$ cat src/rtl/port_define.sv
// port_define: shared bus-width macros for the memory stage
`ifndef PORT_DEFINE_SV
`define PORT_DEFINE_SV
`define RegBus 31:0
`define RegAddrBus 4:0
`endif

$ cat src/rtl/mem_pkg.sv
// mem_pkg: state encoding, mem_op codes, defaults and pipeline register layout
`include "port_define.sv"
package mem_pkg;
    typedef enum logic {IDLE, ACCESS} state_e;
    localparam logic [1:0] OP_NONE  = 2'b00;
    localparam logic [1:0] OP_LOAD  = 2'b01;
    localparam logic [1:0] OP_STORE = 2'b10;
    localparam logic [1:0] OP_RSVD  = 2'b11;
    localparam int MAX_WAIT_DEF = 16;
    typedef struct packed {
        logic              dm_req;
        logic              dm_we;
        logic [`RegBus]    dm_addr;
        logic [`RegBus]    dm_wdata;
        logic [`RegAddrBus] lat_addr;
        logic              lat_en;
        logic              wb_valid;
        logic              wb_wreg_en;
        logic [`RegAddrBus] wb_wreg_addr;
        logic [`RegBus]    wb_wdata;
        logic              ovf_exc;
        logic              mem_err;
    } regs_t;
endpackage

$ cat src/rtl/mem_stage_if.sv
// mem_stage_if: execute, data-memory and writeback signals of the memory stage
`include "port_define.sv"
interface mem_stage_if;
    logic               ex_valid;
    logic [`RegBus]     ex_alu_result;
    logic [`RegBus]     ex_store_data;
    logic [`RegAddrBus] ex_wreg_addr;
    logic               ex_wreg_en;
    logic [1:0]         ex_mem_op;
    logic               ex_overflow;
    logic               ex_ready;
    logic               dm_req;
    logic               dm_we;
    logic [`RegBus]     dm_addr;
    logic [`RegBus]     dm_wdata;
    logic               dm_ack;
    logic [`RegBus]     dm_rdata;
    logic               wb_valid;
    logic               wb_wreg_en;
    logic [`RegAddrBus] wb_wreg_addr;
    logic [`RegBus]     wb_wdata;
    logic               ovf_exc;
    logic               mem_err;
    modport master (
        output ex_valid, ex_alu_result, ex_store_data, ex_wreg_addr, ex_wreg_en, ex_mem_op, ex_overflow,
        output dm_ack, dm_rdata,
        input  ex_ready, dm_req, dm_we, dm_addr, dm_wdata,
        input  wb_valid, wb_wreg_en, wb_wreg_addr, wb_wdata, ovf_exc, mem_err
    );
    modport slave (
        input  ex_valid, ex_alu_result, ex_store_data, ex_wreg_addr, ex_wreg_en, ex_mem_op, ex_overflow,
        input  dm_ack, dm_rdata,
        output ex_ready, dm_req, dm_we, dm_addr, dm_wdata,
        output wb_valid, wb_wreg_en, wb_wreg_addr, wb_wdata, ovf_exc, mem_err
    );
endinterface

$ cat src/rtl/mem_stage.sv
// mem_stage: pipeline memory stage with aligned load/store, ack timeout and writeback
`include "port_define.sv"
module mem_stage import mem_pkg::*; #(
    parameter int MAX_WAIT = MAX_WAIT_DEF
) (
    input logic        clk,
    input logic        rst,
    mem_stage_if.slave bus
);
    state_e     state_q, state_d;
    logic [7:0] cnt_q, cnt_d;
    regs_t      r_q, r_d;
    logic       is_mem;
    assign is_mem = bus.ex_mem_op == OP_LOAD || bus.ex_mem_op == OP_STORE;
    assign bus.ex_ready     = state_q == IDLE;
    assign bus.dm_req       = r_q.dm_req;
    assign bus.dm_we        = r_q.dm_we;
    assign bus.dm_addr      = r_q.dm_addr;
    assign bus.dm_wdata     = r_q.dm_wdata;
    assign bus.wb_valid     = r_q.wb_valid;
    assign bus.wb_wreg_en   = r_q.wb_wreg_en;
    assign bus.wb_wreg_addr = r_q.wb_wreg_addr;
    assign bus.wb_wdata     = r_q.wb_wdata;
    assign bus.ovf_exc      = r_q.ovf_exc;
    assign bus.mem_err      = r_q.mem_err;
    // state, wait counter and pipeline registers; reset abandons any transfer
    always_ff @(posedge clk or negedge rst) begin
        if (!rst) begin
            state_q <= IDLE;
            cnt_q   <= '0;
            r_q     <= '0;
        end else begin
            state_q <= state_d;
            cnt_q   <= cnt_d;
            r_q     <= r_d;
        end
    end
    // next state: accept in IDLE, wait for ack or timeout in ACCESS; pulses default low
    always_comb begin
        state_d    = state_q;
        cnt_d      = cnt_q;
        r_d        = r_q;
        r_d.wb_valid = 1'b0;
        r_d.ovf_exc  = 1'b0;
        r_d.mem_err  = 1'b0;
        if (state_q == IDLE) begin
            if (bus.ex_valid && !is_mem) begin
                r_d.wb_valid     = 1'b1;
                r_d.wb_wdata     = bus.ex_alu_result;
                r_d.wb_wreg_addr = bus.ex_wreg_addr;
                r_d.wb_wreg_en   = bus.ex_wreg_en && !bus.ex_overflow;
                r_d.ovf_exc      = bus.ex_overflow;
            end else if (bus.ex_valid && bus.ex_alu_result[1:0] == 2'b00) begin
                state_d        = ACCESS;
                cnt_d          = '0;
                r_d.dm_req     = 1'b1;
                r_d.dm_we      = bus.ex_mem_op == OP_STORE;
                r_d.dm_addr    = bus.ex_alu_result;
                r_d.dm_wdata   = bus.ex_store_data;
                r_d.lat_addr   = bus.ex_wreg_addr;
                r_d.lat_en     = bus.ex_wreg_en;
            end else if (bus.ex_valid) begin
                r_d.wb_valid   = 1'b1;
                r_d.wb_wreg_en = 1'b0;
                r_d.mem_err    = 1'b1;
            end
        end else if (bus.dm_ack) begin
            state_d          = IDLE;
            r_d.dm_req       = 1'b0;
            r_d.wb_valid     = 1'b1;
            r_d.wb_wreg_addr = r_q.lat_addr;
            r_d.wb_wreg_en   = !r_q.dm_we && r_q.lat_en;
            r_d.wb_wdata     = r_q.dm_we ? r_q.wb_wdata : bus.dm_rdata;
        end else if (cnt_q == 8'(MAX_WAIT - 1)) begin
            state_d        = IDLE;
            r_d.dm_req     = 1'b0;
            r_d.wb_valid   = 1'b1;
            r_d.wb_wreg_en = 1'b0;
            r_d.mem_err    = 1'b1;
        end else begin
            cnt_d = cnt_q + 8'd1;
        end
    end
endmodule

$ cat src/flat_wrapper.sv
// flat-port wrapper written by rule: the top's interface ports become plain ports
module mem_stage_flat import mem_pkg::*;
#(
    parameter int MAX_WAIT = MAX_WAIT_DEF
)
  (clk, rst, bus_ex_valid, bus_ex_alu_result, bus_ex_store_data, bus_ex_wreg_addr, bus_ex_wreg_en, bus_ex_mem_op, bus_ex_overflow, bus_dm_ack, bus_dm_rdata, bus_ex_ready, bus_dm_req, bus_dm_we, bus_dm_addr, bus_dm_wdata, bus_wb_valid, bus_wb_wreg_en, bus_wb_wreg_addr, bus_wb_wdata, bus_ovf_exc, bus_mem_err);
  mem_stage_if bus_i ();
  input logic clk;
  input logic rst;
  input wire logic [$bits(bus_i.ex_valid)-1:0] bus_ex_valid;
  input wire logic [$bits(bus_i.ex_alu_result)-1:0] bus_ex_alu_result;
  input wire logic [$bits(bus_i.ex_store_data)-1:0] bus_ex_store_data;
  input wire logic [$bits(bus_i.ex_wreg_addr)-1:0] bus_ex_wreg_addr;
  input wire logic [$bits(bus_i.ex_wreg_en)-1:0] bus_ex_wreg_en;
  input wire logic [$bits(bus_i.ex_mem_op)-1:0] bus_ex_mem_op;
  input wire logic [$bits(bus_i.ex_overflow)-1:0] bus_ex_overflow;
  input wire logic [$bits(bus_i.dm_ack)-1:0] bus_dm_ack;
  input wire logic [$bits(bus_i.dm_rdata)-1:0] bus_dm_rdata;
  output wire logic [$bits(bus_i.ex_ready)-1:0] bus_ex_ready;
  output wire logic [$bits(bus_i.dm_req)-1:0] bus_dm_req;
  output wire logic [$bits(bus_i.dm_we)-1:0] bus_dm_we;
  output wire logic [$bits(bus_i.dm_addr)-1:0] bus_dm_addr;
  output wire logic [$bits(bus_i.dm_wdata)-1:0] bus_dm_wdata;
  output wire logic [$bits(bus_i.wb_valid)-1:0] bus_wb_valid;
  output wire logic [$bits(bus_i.wb_wreg_en)-1:0] bus_wb_wreg_en;
  output wire logic [$bits(bus_i.wb_wreg_addr)-1:0] bus_wb_wreg_addr;
  output wire logic [$bits(bus_i.wb_wdata)-1:0] bus_wb_wdata;
  output wire logic [$bits(bus_i.ovf_exc)-1:0] bus_ovf_exc;
  output wire logic [$bits(bus_i.mem_err)-1:0] bus_mem_err;
  assign bus_i.ex_valid = bus_ex_valid;
  assign bus_i.ex_alu_result = bus_ex_alu_result;
  assign bus_i.ex_store_data = bus_ex_store_data;
  assign bus_i.ex_wreg_addr = bus_ex_wreg_addr;
  assign bus_i.ex_wreg_en = bus_ex_wreg_en;
  assign bus_i.ex_mem_op = bus_ex_mem_op;
  assign bus_i.ex_overflow = bus_ex_overflow;
  assign bus_i.dm_ack = bus_dm_ack;
  assign bus_i.dm_rdata = bus_dm_rdata;
  assign bus_ex_ready = bus_i.ex_ready;
  assign bus_dm_req = bus_i.dm_req;
  assign bus_dm_we = bus_i.dm_we;
  assign bus_dm_addr = bus_i.dm_addr;
  assign bus_dm_wdata = bus_i.dm_wdata;
  assign bus_wb_valid = bus_i.wb_valid;
  assign bus_wb_wreg_en = bus_i.wb_wreg_en;
  assign bus_wb_wreg_addr = bus_i.wb_wreg_addr;
  assign bus_wb_wdata = bus_i.wb_wdata;
  assign bus_ovf_exc = bus_i.ovf_exc;
  assign bus_mem_err = bus_i.mem_err;
  mem_stage #(.MAX_WAIT(MAX_WAIT)) u_core (.clk(clk), .rst(rst), .bus(bus_i));
endmodule
$ cat config.mk
export PLATFORM = sky130hd
export DESIGN_NAME = mem_stage_flat
export DESIGN_NICKNAME = d
export VERILOG_FILES = /design/src/rtl/mem_pkg.sv /design/src/rtl/mem_stage_if.sv /design/src/rtl/mem_stage.sv /design/src/flat_wrapper.sv
export VERILOG_INCLUDE_DIRS = /design/src /design/src/rtl
export SDC_FILE = /design/constraint.sdc
export NUM_CORES = 1
export LEC_CHECK = 0
export BUFFER_PORTS_ARGS = -buffer_cell sky130_fd_sc_hd__buf_4
export CAP_MARGIN = 40
export CORE_AREA = 3 3 132 134
export CTS_CLUSTER_DIAMETER = 120
export CTS_CLUSTER_SIZE = 28
export DETAILED_ROUTE_END_ITERATION = 10
export DIE_AREA = 0 0 135 137
export SYNTH_ARGS = -nofsm -noshare
export SYNTH_HDL_FRONTEND = slang
export SYNTH_SLANG_ARGS = --single-unit
$ cat constraint.sdc
create_clock -name clk -period 2.2 [get_ports clk]
set_input_delay 0.11 -clock clk [delete_from_list [all_inputs] [get_ports clk]]
set_output_delay 0.11 -clock clk [all_outputs]
set_load 0.02 [all_outputs]
==> flow_metrics.py <==
metrics = {
    "power": {
        "p_switching_mw": 2.583,
        "swShare": 0.3043,
        "p_clk_frac": 0.332,
        "vdd_drop_max_v": 0.0004922,
        "power_mw": 8.487,
        "pwr-share-comb": 0.302,
        "p_leak_nw": 4.192,
        "pwr-share-seq": 0.365,
        "p_per_area_nw_per_um2": 969.5,
        "internal_power_mw": 5.904,
    },
    "yosys": {
        "synth_flop_cell": "dfrtp_1",
        "synth_nets": 597,
        "postSynthAreaPerCell_sq_um": 11.65,
        "synth_cell_types": 45,
        "ys_seq_area_frac": 0.5393,
        "synthArstFlopShare": 1.000,
        "yosys_warnings": 0,
        "ys_ff_latch": 122,
        "synth-edff-count": 0,
        "syn_inst": 486,
        "netlist_area_sq_um": 5660,
    },
    "critical_path": {
        "cpMaxStageDelayCell": "dlygate4sd3_1",
        "path_class": "register to register",
        "slowest_delay_ns": 0.60,
        "critical_path.cell_chain": "and3b_1, buf_4, a22oi_1, dlygate4sd3_1, nand2_1",
        "start_kind": "register",
        "worstPathMaxFanout": 35,
        "critical_path_required_ns": 2.55,
        "worstSetupEndpointType": "register",
        "cp.arrival_ns": 2.32,
    },
    "cells_and_area": {
        "mostFrequentLayoutCell": "buf_4",
        "final_nets": 854,
        "antenna_cells": 0,
        "area_delta_synth_final_pct": 54.66,
        "mostFrequentLayoutCells": "225 x buf_4, 131 x dlygate4sd3_1, 122 x dfrtp_1, 71 x nand2_1, 69 x mux2_2",
        "drive_above_1_share": 0.4524,
    },
    "global_routing": {
        "grt_pass1_vias": 4783,
        "grtUsageMet3": 0.04081,
        "grt.busiest_layer": "met2",
        "use_met2": 0.2865,
        "grt_pass1_wl_um": 24070,
        "grt.total_usage": 0.1665,
        "antenna_found_initial": 0,
        "grt_use_met1": 0.1978,
        "grt_max_degree": 57,
        "grt_overflow_total": 0,
    },
    "placement": {
        "hpwl_um": 10300,
        "port_buffers": 216,
        "gp_congestion": 0.7984,
    },
    "sta": {
        "slew_violations": 0,
        "fmax_mhz": 506.9,
        "tightest_slew_ns": 0.6007,
        "fin_crit_sh": 0.8968,
        "setup-violations-final": 0,
        "min_period_ns": 1.973,
        "rsz0062_at_grt": "false",
        "fin_tns_setup_ns": 0,
        "final_hold_viol_count": 0,
        "fin_skew_ns": 0.007936,
        "relSlewSlack": 0.5995,
    },
    "floorplanning": {
        "io_pins": 217,
        "die-height_um": 137,
        "die_w_um": 135,
        "initial_core_util": 0.3450,
        "core_area_sq_um": 16410,
        "std_cell_rows": 47,
        "die-area_sq_um": 18500,
    },
    "flow_run": {
        "maxCapViolCount": 0,
    },
    "detailed_routing": {
        "final_antenna_net_count": 0,
        "dr.pass1.iters": 4,
        "viasPerCell": 4.537,
        "wl_per_cell_um": 15.74,
        "wl_um": 15360,
        "num_vias": 4428,
        "drc": 0,
        "dr.first_iter.drc_count": 186,
    },
    "cts": {
        "tritoncts": "built",
        "cts_root_buf": "clkbuf_16",
        "insertion_delay_ns": 0.41,
        "clock_path_buffers": 2,
        "cts.sink_count": 122,
        "postCtsSetupRepairBufs": 0,
        "cts-htree-levels": 4,
        "cts_inserted_buffers": 17,
        "clkTransAtPathRegs_ns": 0.06,
    },
    "status": {
        "status": "finished clean",
    },
    "hold_path": {
        "hold_path.class": "input port to register",
    },
}
==> cell usage after synthesis, types with 2 or more instances <==
cell type	number	area (sq um)
and2_1	2	12.51
ha_1	2	25.02
buf_4	102	765.7
mux2_2	69	777.0
nor2_1	4	15.01
dfrtp_1	122	3053
nand2_1	72	270.3
and3b_1	2	17.52
nand2b_1	2	12.51
o22ai_1	4	25.02
a22oi_1	32	240.2
nand3_1	4	20.02
inv_1	10	37.54
o21ai_0	3	15.01
buf_2	11	55.05
clkbuf_1	8	30.03
a21oi_1	6	30.03
nor3_1	4	20.02
==> power groups by stage <==
stage	registers, mW	logic, mW	clock network, mW
2_1_floorplan	3.05	1.89	0
3_3_place_gp	3.10	2.35	0
3_5_place_dp	3.13	2.39	0
4_1_cts	3.10	2.59	2.90
5_1_grt	3.17	2.74	3.01
6_report	3.10	2.57	2.82
==> final cells by class <==
| type | instances | area [sq um] |
|---|---|---|
| Tap cell | 220 | 275.3 |
| Sequential cell | 122 | 3053 |
| Inverter | 11 | 41.29 |
| Multi-Input combinational cell | 232 | 1725 |
| Timing Repair Buffer | 359 | 3055 |
| Clock inverter | 12 | 147.6 |
| Clock buffer | 20 | 456.7 |
| Fill cell | 1399 | 7652 |
==> flip-flops by register name (all words and copies together), names as in the netlist, 5 cells and up <==
register	cells
u_core.bus.dm_addr	32
u_core.bus.dm_wdata	32
u_core.bus.wb_wdata	32
u_core.cnt_q	8
u_core.r_q	6
u_core.bus.wb_wreg_addr	5
==> worst max-delay path: cells and delay by family (launching register included) <==
| kind | cells | cell delay (ns) |
|---|---|---|
| buffers and inverters | 2 | 1.00 |
| AOI/OAI and AO/OA | 1 | 0.17 |
| DFF | 1 | 0.41 |
| and+or+nand+nor | 2 | 0.33 |
==> worst paths after layout <==
| kind | from | to | slack [ns] | cells after the start |
|---|---|---|---|---|
| setup / recovery | u_core.state_q | u_core.bus.wb_wdata[25] | 0.23 | 5 |
| max in group asynchronous | rst | u_core.bus.dm_wdata[18] | 1.18 | 3 |
| hold / removal | bus_ex_mem_op[1] | u_core.bus.dm_we | 0.08 | 3 |
| min in group asynchronous | rst | u_core.bus.dm_addr[19] | 0.26 | 2 |
| setup reg to reg | u_core.state_q | u_core.bus.wb_wdata[25] | 0.23 | 5 |
| hold reg to reg | u_core.bus.wb_wdata[24] | u_core.bus.wb_wdata[24] | 0.48 | 2 |
==> repair_timing <==
| item | CTS | global route |
|---|---|---|
| endpoints found under the hold margin | 148 | 0 |
| endpoints found under the setup margin | 0 | 0 |
| resized for setup | 0 | 0 |
| hold buffers | 131 | 0 |
==> cell families after synthesis <==
| logic type | synth area share |
|---|---|
| AO/OA/AOI/OAI | 0.08665 |
| adder cells (fa/ha/maj) | 0.004420 |
| flip-flops | 0.5393 |
| multiplexers | 0.1373 |
| buffers and inverters | 0.1576 |
| AND/OR/NAND/NOR | 0.07472 |
==> per-layer routing <==
layer	wire, um	share of wire
met1	6290	0.41
met2	7846	0.51
met3	852	0.055
met4	374	0.024
met5	0	0
==> through the flow <==
stage	hold slack [ns]	worst slack (ns)	area, sq um	utilization	std cells
2_1_floorplan	-0.1856	0.5485	5660	-	486
3_3_place_gp	0.1428	0.1578	6824	0.4159	812
3_5_place_dp	0.1526	0.2745	6839	0.4168	813
4_1_cts	0.06771	0.2253	8755	0.5336	976
5_1_grt	0.09260	0.1355	8755	0.5336	976
6_report	0.08329	0.2270	8755	0.5336	976
Note: power is estimated with default switching activity, not from simulation.
